==> src/rtl/video_timing_pkg.sv <==
// Shared types and default 1280x1024@60 timing constants for the HDMI video timing path.
package video_timing_pkg;

  localparam int unsigned CNT_W = 11;
  localparam int unsigned PIX_W = 24;

  localparam int unsigned DEF_H_ACTIVE = 1280;
  localparam int unsigned DEF_H_FP     = 48;
  localparam int unsigned DEF_H_SYNC   = 112;
  localparam int unsigned DEF_H_BP     = 248;
  localparam int unsigned DEF_V_ACTIVE = 1024;
  localparam int unsigned DEF_V_FP     = 1;
  localparam int unsigned DEF_V_SYNC   = 3;
  localparam int unsigned DEF_V_BP     = 38;

  localparam int unsigned DEF_H_TOTAL = DEF_H_ACTIVE + DEF_H_FP + DEF_H_SYNC + DEF_H_BP;
  localparam int unsigned DEF_V_TOTAL = DEF_V_ACTIVE + DEF_V_FP + DEF_V_SYNC + DEF_V_BP;

  typedef enum logic [1:0] {
    ST_IDLE  = 2'd0,
    ST_PRIME = 2'd1,
    ST_RUN   = 2'd2,
    ST_DRAIN = 2'd3
  } vt_state_e;

endpackage

==> src/rtl/raster_counter.sv <==
// Horizontal/vertical raster position counters with wrap and end-of-frame flag.
module raster_counter
  import video_timing_pkg::*;
#(
  parameter int unsigned H_TOTAL = DEF_H_TOTAL,
  parameter int unsigned V_TOTAL = DEF_V_TOTAL
) (
  input  logic             clk,
  input  logic             reset,
  input  logic             clr,
  input  logic             en,
  output logic [CNT_W-1:0] h,
  output logic [CNT_W-1:0] v,
  output logic             eof
);

  logic [CNT_W-1:0] h_q, h_d;
  logic [CNT_W-1:0] v_q, v_d;
  logic             h_last;
  logic             v_last;

  assign h_last = (h_q == CNT_W'(H_TOTAL - 1));
  assign v_last = (v_q == CNT_W'(V_TOTAL - 1));

  // Next position: hold when idle, advance h, carry into v at end of line.
  always_comb begin
    h_d = h_q;
    v_d = v_q;
    if (clr) begin
      h_d = '0;
      v_d = '0;
    end else if (en) begin
      if (h_last) begin
        h_d = '0;
        v_d = v_last ? '0 : v_q + CNT_W'(1);
      end else begin
        h_d = h_q + CNT_W'(1);
      end
    end
  end

  // Position registers.
  always_ff @(posedge clk) begin
    if (reset) begin
      h_q <= '0;
      v_q <= '0;
    end else begin
      h_q <= h_d;
      v_q <= v_d;
    end
  end

  assign h   = h_q;
  assign v   = v_q;
  assign eof = h_last && v_last;

endmodule

==> src/rtl/hdmi_video_timing.sv <==
// Raster timing generator: sync/blank, one-line-ahead fetch requests, FWFT pixel pops.
module hdmi_video_timing
  import video_timing_pkg::*;
#(
  parameter int unsigned H_ACTIVE = DEF_H_ACTIVE,
  parameter int unsigned H_FP     = DEF_H_FP,
  parameter int unsigned H_SYNC   = DEF_H_SYNC,
  parameter int unsigned H_BP     = DEF_H_BP,
  parameter int unsigned V_ACTIVE = DEF_V_ACTIVE,
  parameter int unsigned V_FP     = DEF_V_FP,
  parameter int unsigned V_SYNC   = DEF_V_SYNC,
  parameter int unsigned V_BP     = DEF_V_BP,
  parameter logic        HS_POL   = 1'b1,
  parameter logic        VS_POL   = 1'b1
) (
  input  logic             clk_vga,
  input  logic             reset,
  input  logic             enable,
  output logic             line_req,
  output logic [CNT_W-1:0] line_num,
  input  logic             line_ack,
  output logic             pix_rd,
  input  logic [PIX_W-1:0] pix_data,
  input  logic             pix_valid,
  output logic [7:0]       red,
  output logic [7:0]       green,
  output logic [7:0]       blue,
  output logic             hsync,
  output logic             vsync,
  output logic             blank,
  output logic             frame_start,
  output logic             underrun,
  input  logic             underrun_clr
);

  localparam int unsigned H_TOTAL  = H_ACTIVE + H_FP + H_SYNC + H_BP;
  localparam int unsigned V_TOTAL  = V_ACTIVE + V_FP + V_SYNC + V_BP;
  localparam int unsigned HS_START = H_ACTIVE + H_FP;
  localparam int unsigned HS_END   = HS_START + H_SYNC;
  localparam int unsigned VS_START = V_ACTIVE + V_FP;
  localparam int unsigned VS_END   = VS_START + V_SYNC;

  vt_state_e        state_q, state_d;
  logic [CNT_W-1:0] h, v;
  logic             eof;
  logic             counting;

  logic             line_req_q, line_req_d;
  logic [CNT_W-1:0] line_num_q, line_num_d;
  logic             pf_due;
  logic [CNT_W-1:0] pf_line;

  logic             pix_rd_q, pix_rd_d;
  logic             blank1_q, blank1_d;
  logic             hs1_q, hs1_d;
  logic             vs1_q, vs1_d;
  logic             fs1_q, fs1_d;
  logic             act0;

  logic [PIX_W-1:0] rgb_q, rgb_d;
  logic             hsync_q, hsync_d;
  logic             vsync_q, vsync_d;
  logic             blank_q, blank_d;
  logic             frame_start_q, frame_start_d;
  logic             underrun_q, underrun_d;

  assign counting = (state_q == ST_RUN) || (state_q == ST_DRAIN);

  raster_counter #(
    .H_TOTAL(H_TOTAL),
    .V_TOTAL(V_TOTAL)
  ) u_raster (
    .clk  (clk_vga),
    .reset(reset),
    .clr  (!counting),
    .en   (counting),
    .h    (h),
    .v    (v),
    .eof  (eof)
  );

  // Run-state sequencing and the line fetch request handshake.
  always_comb begin
    state_d    = state_q;
    line_req_d = line_req_q;
    line_num_d = line_num_q;
    pf_due     = 1'b0;
    pf_line    = '0;

    if (line_req_q && line_ack) line_req_d = 1'b0;

    // Prefetch next line at end of active; next-frame line 0 only while running.
    if (counting && (h == CNT_W'(H_ACTIVE))) begin
      if (v < CNT_W'(V_ACTIVE - 1)) begin
        pf_due  = 1'b1;
        pf_line = v + CNT_W'(1);
      end else if ((v == CNT_W'(V_TOTAL - 1)) && (state_q == ST_RUN)) begin
        pf_due  = 1'b1;
        pf_line = '0;
      end
    end

    // A request due while one is still outstanding is dropped.
    if (pf_due && !line_req_q) begin
      line_req_d = 1'b1;
      line_num_d = pf_line;
    end

    case (state_q)
      ST_IDLE: begin
        if (enable) begin
          state_d    = ST_PRIME;
          line_req_d = 1'b1;
          line_num_d = '0;
        end
      end
      ST_PRIME: if (line_req_q && line_ack) state_d = ST_RUN;
      ST_RUN:   if (!enable) state_d = ST_DRAIN;
      ST_DRAIN: begin
        if (eof)         state_d = ST_IDLE;
        else if (enable) state_d = ST_RUN;
      end
      default:  state_d = ST_IDLE;
    endcase
  end

  // Stage 1 decode from the counter, stage 2 pixel capture and sticky underrun.
  always_comb begin
    act0     = counting && (h < CNT_W'(H_ACTIVE)) && (v < CNT_W'(V_ACTIVE));
    pix_rd_d = act0;
    blank1_d = !act0;
    hs1_d    = (counting && (h >= CNT_W'(HS_START)) && (h < CNT_W'(HS_END))) ? HS_POL : ~HS_POL;
    vs1_d    = (counting && (v >= CNT_W'(VS_START)) && (v < CNT_W'(VS_END))) ? VS_POL : ~VS_POL;
    fs1_d    = counting && (h == '0) && (v == '0);

    rgb_d         = (pix_rd_q && pix_valid) ? pix_data : '0;
    hsync_d       = hs1_q;
    vsync_d       = vs1_q;
    blank_d       = blank1_q;
    frame_start_d = fs1_q;
    underrun_d    = (pix_rd_q && !pix_valid) || (underrun_q && !underrun_clr);
  end

  // All state and pipeline registers with synchronous reset.
  always_ff @(posedge clk_vga) begin
    if (reset) begin
      state_q       <= ST_IDLE;
      line_req_q    <= 1'b0;
      line_num_q    <= '0;
      pix_rd_q      <= 1'b0;
      blank1_q      <= 1'b1;
      hs1_q         <= ~HS_POL;
      vs1_q         <= ~VS_POL;
      fs1_q         <= 1'b0;
      rgb_q         <= '0;
      hsync_q       <= ~HS_POL;
      vsync_q       <= ~VS_POL;
      blank_q       <= 1'b1;
      frame_start_q <= 1'b0;
      underrun_q    <= 1'b0;
    end else begin
      state_q       <= state_d;
      line_req_q    <= line_req_d;
      line_num_q    <= line_num_d;
      pix_rd_q      <= pix_rd_d;
      blank1_q      <= blank1_d;
      hs1_q         <= hs1_d;
      vs1_q         <= vs1_d;
      fs1_q         <= fs1_d;
      rgb_q         <= rgb_d;
      hsync_q       <= hsync_d;
      vsync_q       <= vsync_d;
      blank_q       <= blank_d;
      frame_start_q <= frame_start_d;
      underrun_q    <= underrun_d;
    end
  end

  assign line_req    = line_req_q;
  assign line_num    = line_num_q;
  assign pix_rd      = pix_rd_q;
  assign red         = rgb_q[23:16];
  assign green       = rgb_q[15:8];
  assign blue        = rgb_q[7:0];
  assign hsync       = hsync_q;
  assign vsync       = vsync_q;
  assign blank       = blank_q;
  assign frame_start = frame_start_q;
  assign underrun    = underrun_q;

endmodule

==> config.mk <==
export PLATFORM = sky130hd
export DESIGN_NAME = hdmi_video_timing
export DESIGN_NICKNAME = d
export VERILOG_FILES = /design/src/rtl/video_timing_pkg.sv /design/src/rtl/raster_counter.sv /design/src/rtl/hdmi_video_timing.sv
export SDC_FILE = /design/constraint.sdc
export NUM_CORES = 1
export LEC_CHECK = 0
export ABC_AREA = 0
export BUFFER_PORTS_ARGS = -buffer_cell sky130_fd_sc_hd__buf_2
export CORE_MARGIN = 8
export CORE_UTILIZATION = 40
export CTS_CLUSTER_DIAMETER = 50
export CTS_CLUSTER_SIZE = 28
export DETAILED_ROUTE_END_ITERATION = 10
export GPL_TIMING_DRIVEN = 0
export PLACE_DENSITY = 0.6
export SLEW_MARGIN = 20
export SYNTH_ARGS = -nofsm -noshare
export SYNTH_HDL_FRONTEND = slang
export SYNTH_SLANG_ARGS = --single-unit
==> constraint.sdc <==
create_clock -name clk_vga -period 2.7 [get_ports clk_vga]
set_input_delay 0.675 -clock clk_vga [delete_from_list [all_inputs] [get_ports clk_vga]]
set_output_delay 0.675 -clock clk_vga [all_outputs]
set_load 0.1 [all_outputs]
==> metrics <==
max-cap check violation count=0; vias in the first global route=~2,200; Lkg Pwr=about 1.5 nW; Starting Density=0.4062; pwr dens=~620 nW/µm²; Setup Total Neg Slack=0 ns; DR vias/cell=4.980; Seq pwr share=0.490; ys async rst share=0; Synthesized Nets=323; top cell type by total area after synthesis=dfxtp_1; Area Overhead vs Synth=26.00%; DRC=0; total gr overflow=0; WL/cell=13.80 µm; Cell Area, Synth=2714 µm²; Die Ht=98.37 µm; synth top area cells=dfxtp_1 (52%), and2_1 (5.8%), nor2_1 (3.6%); Avg Inst Size Synth=9.423 µm²; area of the die=9677 µm²; die width=slightly below 100 µm; CP arrival=2.50 ns; PortBufs=between 70 and 80; H-tree depth=3; sw frac=0.2114; P_int=1.678 mW; Post-synth EDFFs=0; detailed-route via count=2,266; CTS tree=done; switching power=0.4500 mW; most common library cell in the layout ignoring fill and taps=buf_2; logic gate share of total power=0.030; CP max FO=10; Inst Count DP=between 400 and 500; Clock Skews=0.007264 ns; CTS Sinks=70; Max Slew Vio Count=0; Site Rows=30; synth warn=0; largest net degree at the start of global routing=14; fmax=0.4508 GHz; post-route insts no fill=455; final-report hold violation count=0; slew of the pin with the lowest slew margin=0.8510 ns; WP data required=2.98 ns; Tot Pwr=2.128 mW; worst min path class=reg -> reg; clock latency on the worst-skew pair=0.34 ns; cells after synthesis=between 200 and 300; post-route ant nets=0; minimum clock period=2.219 ns; Peak VDD IR=0.2360 mV; Inserted Clock Buffers=9; Synth cell types=40; Top FF cell, synth=dfxtp_1; Area after DPL=3169 µm²; initial antenna violation count=0; period utilisation layout=0.8217; Root Buffer=clkbuf_8; Core Area=roughly 6700 µm²; GP Congestion=0.8603; Setup violations, final=0; Post-CTS Setup Inserts=0; Setup crit end kind=register; first drt pass iteration count=4; most frequent cells in the layout=buf_2 (72), dfxtp_1 (70), nor2_1 (26), and2_1 (25), nand2_1 (22); sequential share of the synthesized area=0.5164; antenna cells=0; RSZ-0062 raised after global routing=false; layout cell share with drive strength beyond 1=0.2560; total track usage=0.1356; Max Root-Sink Buffers=2; fin area=3420 µm²; hold buffer count at cts=0; status=finished, final reports clean; first-pass GRT wire length=10,680 µm; CTS clk-pin slew, worst paths=about 0.08 ns; # IOs=between 70 and 80; clock share of power=0.480; Worst setup SP type=register; detailed-route wire length=between 6000 and 7000 µm; DRC violation total after the first TritonRoute iteration=128; Synth Register Bits=70; DPL Wire Length=roughly 4700 µm; Final nets=405; Synth top area share=0.5164; slew margin rel.=0.4247; Crit Path Category=reg -> reg
## worst paths after layout
path	slack, ns	endpoint	startpoint	depth (start not counted)
min reg2reg	0.41	blank$_SDFF_PP1_	blank1_q$_SDFF_PP1_	1
min	0.41	blank$_SDFF_PP1_	blank1_q$_SDFF_PP1_	1
max	0.48	line_num[4]$_SDFF_PP0_	u_raster.v[3]$_SDFFE_PP0P_	7
max reg2reg	0.48	line_num[4]$_SDFF_PP0_	u_raster.v[3]$_SDFFE_PP0P_	7
## cell usage after synthesis (all sizes together), types with 5 or more instances
library cell,instances
a21oi,17
a22o,5
a22oi,5
and2,25
clkbuf,9
dfxtp,70
ha,5
inv,6
nand2,22
nand2b,8
nand3,14
nor2,26
nor2b,5
nor3,12
xnor2,6
xor2,7
## metrics by stage
step / util / setup WS [ns] / hold slack [ns]
after floorplan: - / 0.7766 / 0.3895
after global placement: 0.4743 / 0.2624 / 0.3965
after detailed placement: 0.4743 / 0.2279 / 0.3994
after CTS: 0.5109 / 0.2146 / 0.4117
after global routing: 0.5118 / 0.2542 / 0.4203
final: 0.5118 / 0.4815 / 0.4133
## area by class of cell
class / instances / area (µm²)
buffer: 10 / 38.79
clock buffer: 9 / 123.9
clock inverter: 7 / 120.1
fill: 648 / 3262
inverter: 6 / 22.52
multi-input combinational: 202 / 1257
sequential: 70 / 1401
tap: 80 / 100.1
timing repair buffer: 71 / 355.3
## logic make-up (layout without fill, tap and decap cells)
family          after synthesis  after routing  synth area share
simple gates                139            139            0.2817
flops                        70             70            0.5164
buf+inv                      16            103           0.02259
compound gates               45             45            0.1143
xor+xnor                     13             13           0.04196
fa+ha+maj                     5              5           0.02305
## what timing repair did
item / 4_1_cts / 5_1_grt
hold endpoints to repair: 0 / 0
endpoints found under the setup margin: 0 / 5
gates resized for setup: 0 / 1
## worst max-delay path: stages, from the launching register on
cell and delay (ns):
dfxtp_1 0.31, clkbuf_1 0.27, nand4_1 0.19, nor3_1 0.64
a2bb2oi_2 0.26, buf_2 0.26, a22oi_1 0.11, nor2_1 0.12
## power by group through the flow
stage	sequential [mW]	combinational (mW)	clock [mW]
finish	1.04	0.0645	1.02
global placement	1.07	0.0644	0
global route	1.04	0.0708	1.09
detailed placement	1.07	0.0648	0
CTS	1.04	0.0652	1.05
floorplan	1.08	0.0187	0
## flip-flops by register name, indices dropped and copies added, names as in the netlist
signal         count
blank1_q           1
frame_start_d      1
u_raster.v        11
underrun           1
line_num          11
line_req           1
u_raster.h        11
vsync              1
blank              1
pix_rd             1
hsync              1
frame_start        1
vs1_q              1
rgb_q             24
hs1_q              1
state_q            2
## layer usage
metal,routed length (µm),share of wire,GRT usage,up-vias
met5,0,0,0,-
met4,99,0.016,0.06730,0
met3,419,0.067,0.04267,11
met2,2894,0.46,0.2072,51
met1,2864,0.46,0.1678,1044
li1,-,-,-,1160
(Power assumes the default switching activity.)
